File: config.mk
export PLATFORM = sky130hd
export DESIGN_NAME = sensor_conditioner
export DESIGN_NICKNAME = d
export VERILOG_FILES = /design/src/rtl/sensor_conditioner.sv
export SDC_FILE = /design/constraint.sdc
export NUM_CORES = 1
export LEC_CHECK = 0
export BUFFER_PORTS_ARGS = -buffer_cell sky130_fd_sc_hd__clkbuf_2
export CAP_MARGIN = 20
export CORE_ASPECT_RATIO = 1.5
export CORE_MARGIN = 5
export CORE_UTILIZATION = 67
export CTS_CLUSTER_SIZE = 30
export DETAILED_ROUTE_END_ITERATION = 8
export GPL_TIMING_DRIVEN = 0
export PLACE_DENSITY = 0.85
export SLEW_MARGIN = 10
export SYNTH_ARGS = -nofsm -noshare
export SYNTH_HDL_FRONTEND = slang
export SYNTH_SLANG_ARGS = --single-unit
File: constraint.sdc
create_clock -name i_clk -period 6.7 [get_ports i_clk]
set_input_delay 0.335 -clock i_clk [delete_from_list [all_inputs] [get_ports i_clk]]
set_output_delay 0.335 -clock i_clk [all_outputs]
set_load 0.02 [all_outputs]
File: src/rtl/sensor_conditioner.sv
// Sensor front end for the traffic-light controller.
// Synchronises and debounces the pedestrian button and car loop, then
// latches them into requests that clear on the matching green acknowledge.
//
// Debouncer states:
//   state | meaning
//   S_LO  | debounced level is 0, input agrees
//   C_HI  | input went high, counting down before accepting it
//   S_HI  | debounced level is 1, input agrees
//   C_LO  | input went low, counting down before accepting it

module sensor_conditioner_deb #(
  parameter logic [31:0] DEB = 32'd4
) (
  input  logic i_clk,
  input  logic i_rst,
  input  logic i_in,
  output logic o_lvl
);

  typedef enum logic [1:0] {S_LO, C_HI, S_HI, C_LO} state_t;

  state_t      r_state, w_state_nxt;
  logic [31:0] r_count, w_count_nxt;
  logic        r_lvl,   w_lvl_nxt;

  // State, counter and debounced level registers.
  always_ff @(posedge i_clk or posedge i_rst) begin
    if (i_rst) begin
      r_state <= S_LO;
      r_count <= 32'd0;
      r_lvl   <= 1'b0;
    end else begin
      r_state <= w_state_nxt;
      r_count <= w_count_nxt;
      r_lvl   <= w_lvl_nxt;
    end
  end

  // Next-state logic: a change must hold for DEB+1 samples to be accepted.
  always_comb begin
    w_state_nxt = r_state;
    w_count_nxt = r_count;
    w_lvl_nxt   = r_lvl;
    case (r_state)
      S_LO: if (i_in) begin
        w_state_nxt = C_HI;
        w_count_nxt = DEB - 32'd1;
      end
      C_HI: begin
        if (!i_in)                 w_state_nxt = S_LO;
        else if (r_count == 32'd0) begin
          w_state_nxt = S_HI;
          w_lvl_nxt   = 1'b1;
        end else                   w_count_nxt = r_count - 32'd1;
      end
      S_HI: if (!i_in) begin
        w_state_nxt = C_LO;
        w_count_nxt = DEB - 32'd1;
      end
      C_LO: begin
        if (i_in)                  w_state_nxt = S_HI;
        else if (r_count == 32'd0) begin
          w_state_nxt = S_LO;
          w_lvl_nxt   = 1'b0;
        end else                   w_count_nxt = r_count - 32'd1;
      end
      default: w_state_nxt = S_LO;
    endcase
  end

  assign o_lvl = r_lvl;

endmodule

module sensor_conditioner #(
  parameter logic        SIM    = 1'b0,
  parameter logic [31:0] DEB_HW = 32'd500000
) (
  input  logic       i_clk,
  input  logic       i_rst,
  input  logic       i_ped_btn_raw,
  input  logic       i_car_loop_raw,
  input  logic       i_ped_green,
  input  logic       i_car_green,
  output logic       o_sensor_b,
  output logic       o_sensor_a,
  output logic       o_ped_wait_lamp,
  output logic [7:0] o_ped_req_count
);

  localparam logic [31:0] DEB = (SIM == 1'b0) ? DEB_HW : 32'd4;

  logic       r_ped_sync1, r_ped_sync2, r_car_sync1, r_car_sync2;
  logic       r_ped_lvl_q, r_ped_green_q, r_car_green_q;
  logic       r_sensor_b, r_sensor_a;
  logic [7:0] r_ped_req_count;
  logic       w_ped_lvl, w_car_lvl;
  logic       w_ped_set, w_ped_clr, w_car_set, w_car_clr;

  // Two-flop synchronisers for the asynchronous raw inputs.
  always_ff @(posedge i_clk or posedge i_rst) begin
    if (i_rst) begin
      r_ped_sync1 <= 1'b0;
      r_ped_sync2 <= 1'b0;
      r_car_sync1 <= 1'b0;
      r_car_sync2 <= 1'b0;
    end else begin
      r_ped_sync1 <= i_ped_btn_raw;
      r_ped_sync2 <= r_ped_sync1;
      r_car_sync1 <= i_car_loop_raw;
      r_car_sync2 <= r_car_sync1;
    end
  end

  sensor_conditioner_deb #(.DEB(DEB)) u_ped_deb (
    .i_clk (i_clk),
    .i_rst (i_rst),
    .i_in  (r_ped_sync2),
    .o_lvl (w_ped_lvl)
  );

  sensor_conditioner_deb #(.DEB(DEB)) u_car_deb (
    .i_clk (i_clk),
    .i_rst (i_rst),
    .i_in  (r_car_sync2),
    .o_lvl (w_car_lvl)
  );

  // Pedestrian is edge-triggered; car is level-triggered. Clear wins.
  assign w_ped_set = w_ped_lvl & ~r_ped_lvl_q & ~i_ped_green;
  assign w_ped_clr = i_ped_green & ~r_ped_green_q;
  assign w_car_set = w_car_lvl & ~i_car_green;
  assign w_car_clr = i_car_green & ~r_car_green_q;

  // Edge-detect history, request latches and saturating press counter.
  always_ff @(posedge i_clk or posedge i_rst) begin
    if (i_rst) begin
      r_ped_lvl_q     <= 1'b0;
      r_ped_green_q   <= 1'b0;
      r_car_green_q   <= 1'b0;
      r_sensor_b      <= 1'b0;
      r_sensor_a      <= 1'b0;
      r_ped_req_count <= 8'd0;
    end else begin
      r_ped_lvl_q   <= w_ped_lvl;
      r_ped_green_q <= i_ped_green;
      r_car_green_q <= i_car_green;
      if (w_ped_clr) begin
        r_sensor_b <= 1'b0;
      end else if (w_ped_set && !r_sensor_b) begin
        r_sensor_b <= 1'b1;
        if (r_ped_req_count != 8'hFF) r_ped_req_count <= r_ped_req_count + 8'd1;
      end
      if (w_car_clr)      r_sensor_a <= 1'b0;
      else if (w_car_set) r_sensor_a <= 1'b1;
    end
  end

  assign o_sensor_b      = r_sensor_b;
  assign o_sensor_a      = r_sensor_a;
  assign o_ped_wait_lamp = r_sensor_b;
  assign o_ped_req_count = r_ped_req_count;

endmodule

==> results of run 1 <==
cell usage after synthesis (4+ instances only):
cell type,n
a21oi_1,30
nand3_1,12
nor3_1,16
nand2_1,36
or3_1,17
or4_1,36
mux2i_1,7
a22oi_1,4
inv_1,11
nand2b_1,5
o31ai_1,24
xnor2_1,9
nor4_1,19
nor2_1,24
o21ai_0,18
buf_2,6
clkbuf_1,21
dfrtp_1,87
and2_1,4
nand4_1,9
o211ai_1,8
nand4b_1,4
xor2_1,16
metal layers:
layer  part of all wire (%)  up-vias
li1                       -     1917
met1                     38     1986
met2                     54      141
met3                    3.6       38
met4                    4.2        0
met5                      0        -
registers in the layout (all words and copies together), names as in the netlist, named ones only:
name / count
r_car_green_q: 1
u_car_deb.r_state: 1
u_car_deb.r_count: 32
r_ped_lvl_q: 1
r_ped_sync1: 1
u_ped_deb.r_count: 32
u_ped_deb.o_lvl: 1
r_ped_green_q: 1
o_sensor_a: 1
o_ped_wait_lamp: 1
u_car_deb.o_lvl: 1
r_car_sync2: 1
o_ped_req_count: 8
r_car_sync1: 1
r_ped_sync2: 1
u_ped_deb.r_state: 1
worst reg2reg max path: stages, from the launching register on:
cell and delay [ns]:
dfrtp_1 0.45, nor4_1 0.82, nand4b_1 0.37, nor3_2 0.50
buf_2 0.34, buf_2 0.28, o21ai_0 0.13, a21oi_1 0.16
worst min-delay path by stage:
stage,startpoint,depth (start not counted),slack [ns],to
after floorplan,r_car_sync1$_DFF_PP0_,0,0.33,r_car_sync2$_DFF_PP0_
after global placement,r_car_sync1$_DFF_PP0_,0,0.34,r_car_sync2$_DFF_PP0_
after detailed placement,i_rst,2,0.31,o_ped_req_count[0]$_DFFE_PP0P_
after CTS,i_ped_btn_raw,1,0.07,r_ped_sync1$_DFF_PP0_
after global routing,i_ped_btn_raw,1,0.06,r_ped_sync1$_DFF_PP0_
final,i_ped_btn_raw,1,0.08,r_ped_sync1$_DFF_PP0_
cell usage in the layout (no fill, tap or decap), types with 16 or more instances in the layout:
| cell type | synthesis | layout |
|---|---|---|
| dfrtp_1 | 87 | 87 |
| nand2_1 | 36 | 36 |
| or4_1 | 36 | 36 |
| a21oi_1 | 30 | 30 |
| nor2_1 | 24 | 24 |
| o31ai_1 | 24 | 24 |
| clkbuf_1 | 21 | 21 |
| nor4_1 | 19 | 19 |
| o21ai_0 | 18 | 18 |
| or3_1 | 17 | 17 |
| xor2_1 | 16 | 16 |
| nor3_1 | 16 | 16 |
| clkbuf_2 | 0 | 16 |
area by class of cell:
cell class / count / area, um^2
Multi-Input combinational cell: 359 / 2350
Clock inverter: 4 / 28.8
Fill cell: 525 / 1760
Inverter: 11 / 43.8
Buffer: 28 / 116
Tap cell: 78 / 97.6
Timing Repair Buffer: 18 / 118
Sequential cell: 87 / 2180
Clock buffer: 12 / 165
where the power goes:
group	total, mW	switching, mW	internal (mW)
clock network	0.351	0.186	0.165
logic	0.0812	0.0549	0.0262
registers	0.556	0.0158	0.540
logic make-up (layout without fill, tap and decap cells):
kind of cell / Yosys count / after routing / synth area share (%)
DFF: 87 / 87 / 46.5
AOI/OAI and AO/OA: 107 / 107 / 14.9
and+or+nand+nor: 214 / 214 / 27.6
xor gates and xnor gates: 25 / 25 / 4.68
buffers and inverters: 39 / 73 / 3.37
muxes: 10 / 10 / 2.22
adders and majority gates: 3 / 3 / 0.802
through the flow:
stage | total power [mW] | hold WS (ns) | std cells | worst slack, ns | area, um^2
2_1_floorplan | 0.619 | 0.331 | 485 | 4.11 | 4680
3_3_place_gp | 0.639 | 0.335 | 579 | 3.21 | 4860
3_5_place_dp | 0.647 | 0.312 | 580 | 3.71 | 4890
4_1_cts | 0.993 | 0.0660 | 597 | 3.67 | 5090
5_1_grt | 1.03 | 0.0575 | 597 | 3.45 | 5090
6_report | 0.987 | 0.0784 | 597 | 3.58 | 5090
==> impl_metrics.csv, run 1 <==
group,metric,value,unit
placement,finalWeightedCongestion,0.885,
pwr,max_vdd_drop,0.197,mV
die,dieHeight,112,um
critical_path,cp_max_fo,10,
critical_path,end_point_of_the_critical_path,"u_car_deb.r_count[7]$_DFFE_PP0P_",
run,maxCapViolCount,0,
layout,post-route-util,74.3,%
synth,post_synth_instance_area,4680,um^2
critical_path,critPathCaptureType,"register",
critical_path,kind_of_critical_path,"register to register",
sta,finalCritPeriodShare,46.6,%
global_route,first_pass_grt_wire_length,18400,um
hold_path,min-delay-path-class,"input pin to register",
sta,slew_headroom,36.9,%
critical_path,crit_path_max_incr_delay,0.82,ns
clock_tree,cts-hold-fix-buffers,1,
global_route,antenna_found_initial,0,
synth,synth_top_cell_area_share,46.5,%
detailed_routing,drt-pass1-iter-count,5,
clock_tree,cell_at_the_root_of_the_clock_tree,"clkbuf_8",
synth,synth_sequential_area_ratio,46.5,%
clock_tree,clock_sinks,87,
synth,largest_area_contributor_in_the_synthesized_netlist,"dfrtp_1",
synth,synth-seq-cells,87,
die,io-pin-count,17,
pwr,leakagePower,2.00,nW
detailed_routing,routed_wirelength,10800,um
critical_path,worstReg2RegStart,"u_car_deb.r_count[11]$_DFFE_PP0P_",
critical_path,critical_path.top_delay_family,"simple AND/OR/NAND/NOR gates",
clock_tree,cts_tree,"built",
synth,netlist-cell-type-count,56,
detailed_routing,drt-initial-drc-count,262,
global_route,grt_max_degree,65,
global_route,grtUsageMet2,46.9,%
synth,synth_area_per_cell,9.65,um^2
critical_path,crit_arrival,3.41,ns
sta,hold_violations,0,
clock_tree,cts_buffers,9,
sta,max_clock_skew,0.0101,ns
critical_path,path_depth,7,
critical_path,startpoint,"u_car_deb.r_count[11]$_DFFE_PP0P_",
synth,synth.area.top_cells,"dfrtp_1 46%, or4_1 5.8%, o31ai_1 3.8%",
critical_path,cp.buffers_inverters,2,
clock_tree,clock_latency,0.37,ns
die,placement_rows,37,
clock_tree,clk_pin_slew,0.09,ns
detailed_routing,dr_total_vias,4082,
pwr,powerDensity,194,nW/um^2
placement,detailedPlacementHpwl,7820,um
sta,period_minus_slack,3.12,ns
sta,clock.fmax,0.320,GHz
detailed_routing,drc,0,
layout,layout-area-overhead-vs-synth,8.79,%
layout,diodes,0,
global_route,grt_overflow_total,0,
sta,worst-slew-pin-transition,0.938,ns
clock_tree,ctsLongestPathBuffers,2,
detailed_routing,route.detailed.wl_per_inst,18.0,um
critical_path,timing.reg2reg.worst_path_depth,7,
global_route,most_utilized_layer_in_the_global_route_result,"met2",
detailed_routing,drtAntennaViolNets,0,
global_route,groute.layer.met1.usage,27.9,%
global_route,grt_util_met3,4.49,%
critical_path,cpMostUsedCell,"buf_2",
placement,io_buffers,16,
layout,drive_gt1_share,11.8,%
run_status,outcome,"completed",
clock_tree,clock_tree.htree_level_count,3,
critical_path,slowest_stage,"nor4_1",
die,dieWidth,78.3,um
die,die_area,8790,um^2
die,core_area,6850,um^2
sta,timing.final.setup_violations,0,
synth,postSynthCellCount,485,
global_route,grt_pass1_vias,4142,
critical_path,worst_ep_required_time,6.99,ns
critical_path,setup.reg_to_reg.worst_slack,3.58,ns
sta,tns,0,ns
synth,ys_dominant_reg_cell,"dfrtp_1",
die,initial_utilization,68.3,%
critical_path,crit_chain,"nor4_1 > nand4b_1 > nor3_2 > buf_2 > buf_2 > o21ai_0 > a21oi_1",
clock_tree,post-cts-setup-buffers,0,
synth,synth_nets,494,
clock_tree,cts-resized-gates,0,
synth,synth-warning-count,0,
critical_path,timing.critical_path.from_type,"register",
layout,fin_nets,523,
synth,synth_enable_flop_cells,0,
sta,drv_slew,0,
critical_path,crit-reg2reg-capture,"u_car_deb.r_count[7]$_DFFE_PP0P_",
global_route,grtUsageTotal,25.8,%
synth,postSynth.asyncResetShare,100,%
detailed_routing,routed_vias_inst,6.84,
sta,rsz_0062_raised_after_global_routing,"no",
Note: power is estimated with default switching activity, not from simulation.
==> run 2, diff against run 1 <==
--- a/config.mk
+++ b/config.mk
@@ -9,11 +9,11 @@
 export CAP_MARGIN = 20
 export CORE_ASPECT_RATIO = 1.5
 export CORE_MARGIN = 5
-export CORE_UTILIZATION = 67
+export CORE_UTILIZATION = 56
 export CTS_CLUSTER_SIZE = 30
 export DETAILED_ROUTE_END_ITERATION = 8
 export GPL_TIMING_DRIVEN = 0
-export PLACE_DENSITY = 0.85
+export PLACE_DENSITY = 0.76
 export SLEW_MARGIN = 10
 export SYNTH_ARGS = -nofsm -noshare
 export SYNTH_HDL_FRONTEND = slang
==> constraint.sdc (replaced) <==
create_clock -name i_clk -period 2.7 [get_ports i_clk]
set_input_delay 0.135 -clock i_clk [delete_from_list [all_inputs] [get_ports i_clk]]
set_output_delay 0.135 -clock i_clk [all_outputs]
set_load 0.02 [all_outputs]
==> impl_metrics.csv, run 2 (synthesis gave the netlist of run 1 again) <==
group,metric,value,unit
sta,rsz_0062_raised_after_global_routing,"yes",
global_route,grtUsageTotal,22.2,%
pwr,powerDensity,534,nW/um^2
sta,timing.final.setup_violations,0,
die,dieWidth,84.7,um
critical_path,setup.reg_to_reg.worst_slack,0.06,ns
critical_path,crit_arrival,2.91,ns
critical_path,kind_of_critical_path,"register to register",
die,io-pin-count,17,
detailed_routing,routed_wirelength,11300,um
clock_tree,clock_sinks,87,
sta,period_minus_slack,2.64,ns
detailed_routing,routed_vias_inst,6.42,
pwr,max_vdd_drop,0.318,mV
critical_path,crit-reg2reg-capture,"u_car_deb.r_count[26]$_DFFE_PP0P_",
die,dieHeight,122,um
die,die_area,10300,um^2
pwr,leakagePower,2.15,nW
layout,drive_gt1_share,15.1,%
layout,diodes,0,
sta,drv_slew,0,
clock_tree,cell_at_the_root_of_the_clock_tree,"clkbuf_16",
detailed_routing,drc,0,
clock_tree,clock_latency,0.34,ns
global_route,grt_util_met3,4.26,%
layout,final_common_cell,"dfrtp_1",
global_route,first_pass_grt_wire_length,18400,um
layout,fin_nets,527,
layout,post-route-util,65.2,%
clock_tree,ctsLongestPathBuffers,2,
placement,detailedPlacementHpwl,7760,um
critical_path,worst_ep_required_time,2.96,ns
placement,io_buffers,16,
global_route,antenna_found_initial,0,
detailed_routing,drt-pass1-iter-count,5,
critical_path,crit_path_max_incr_delay,0.60,ns
global_route,groute.layer.met1.usage,24.4,%
detailed_routing,drtAntennaViolNets,0,
critical_path,startpoint,"u_car_deb.r_count[14]$_DFFE_PP0P_",
sta,whs,0.327,ns
clock_tree,clk_pin_slew,0.06,ns
critical_path,critPathCaptureType,"register",
layout,layout-area-overhead-vs-synth,15.8,%
layout,mostFrequentLayoutCells,"87 x dfrtp_1, 36 x nand2_1, 32 x or4_1",
detailed_routing,route.detailed.wl_per_inst,18.0,um
critical_path,cp_max_fo,8,
critical_path,timing.critical_path.from_type,"register",
sta,clock.fmax,0.378,GHz
critical_path,cpMostUsedCell,"or4_4",
critical_path,timing.reg2reg.worst_path_depth,6,
critical_path,crit_chain,"or4_4 > or4_4 > or3_1 > buf_2 > or4b_1 > a21oi_1",
detailed_routing,drt-initial-drc-count,295,
clock_tree,cts_tree,"built",
die,initial_utilization,56.3,%
die,placement_rows,41,
clock_tree,clock_tree.htree_level_count,3,
critical_path,slowest_stage,"or4_4",
clock_tree,cts_buffers,9,
global_route,grtUsageMet2,39.3,%
sta,hold_violations,0,
die,core_area,8310,um^2
run,maxCapViolCount,0,
layout,stdcell_count,630,
sta,slew_headroom,45.9,%
run_status,outcome,"completed",
global_route,most_utilized_layer_in_the_global_route_result,"met2",
sta,finalCritPeriodShare,97.9,%
global_route,grt_max_degree,60,
global_route,grt_overflow_total,0,
placement,placed_cells,609,
placement,finalWeightedCongestion,0.905,
critical_path,worstReg2RegStart,"u_car_deb.r_count[14]$_DFFE_PP0P_",
sta,max_clock_skew,0.00726,ns
hold_path,min-delay-path-class,"input pin to asynchronous set/reset pin",
sta,worst-slew-pin-transition,0.805,ns
global_route,grt_pass1_vias,3983,
detailed_routing,dr_total_vias,4044,
[run 2: changes by cell type in the layout (fill, tap and decap cells not counted), sizes merged]
cell,change
buf,+5
bufinv,+2
clkbuf,-5
clkinvlp,-2
dlygate4sd3,+4
[run 2: repair_timing]
action	in CTS	in global routing
buffers inserted	0	5
pin swaps	1	3
setup endpoints to repair	24	36
hold buffers	5	0
endpoints found under the hold margin	32	0
gates resized for setup	7	17
[run 2: worst max-delay path by stage]
| stage | endpoint | slack, ns | cells past startpoint |
|---|---|---|---|
| 6_report | u_car_deb.r_count[26]$_DFFE_PP0P_ | 0.06 | 6 |
| 5_1_grt | u_car_deb.r_count[7]$_DFFE_PP0P_ | -0.09 | 7 |
| 4_1_cts | u_car_deb.r_count[7]$_DFFE_PP0P_ | -0.02 | 7 |
| 3_5_place_dp | u_car_deb.r_count[7]$_DFFE_PP0P_ | -0.38 | 7 |
| 3_3_place_gp | u_car_deb.r_count[25]$_DFFE_PP0P_ | -0.65 | 2 |
| 2_1_floorplan | register | 0.19 | 8 |
[run 2: layout make-up]
type                            instances  area (um^2)
Inverter                               11         43.8
Tap cell                              107          134
Multi-Input combinational cell        359         2460
Buffer                                 23          101
Fill cell                             669         2890
Timing Repair Buffer                   27          195
Clock buffer                           12          236
Clock inverter                          4         70.1
Sequential cell                        87         2180
[run 2: power breakdown]
| group | switching, mW | internal (mW) | total (mW) |
|---|---|---|---|
| Sequential | 0.0444 | 1.34 | 1.39 |
| Combinational | 0.141 | 0.0728 | 0.214 |
| Clock | 0.488 | 0.808 | 1.30 |
| Total | 0.674 | 2.22 | 2.90 |
[run 2: worst max-delay path, delay by kind of cell (launching register included)]
family,cells,cell delay (ns)
buffers and inverters,1,0.16
AOI/OAI and AO/OA,1,0.15
DFF,1,0.41
and+or+nand+nor,4,1.84
[run 2: metrics by stage]
| step | cell area, um^2 | setup TNS (ns) | total power [mW] | setup WS, ns |
|---|---|---|---|---|
| global route | 5420 | -0.307 | 3.01 | -0.0924 |
| floorplan | 4680 | 0 | 1.54 | 0.190 |
| global placement | 4900 | -58.31 | 1.59 | -0.654 |
| CTS | 5310 | -0.0203 | 2.91 | -0.0203 |
| finish | 5420 | 0 | 2.90 | 0.0566 |
| detailed placement | 4930 | -3.71 | 1.60 | -0.381 |
[run 2: metal layers]
layer  vias up  share of wire (%)
li1       1929                  -
met1      1977                 38
met5         -                  0
met2       108                 55
met3        30                3.3
met4         0                3.1
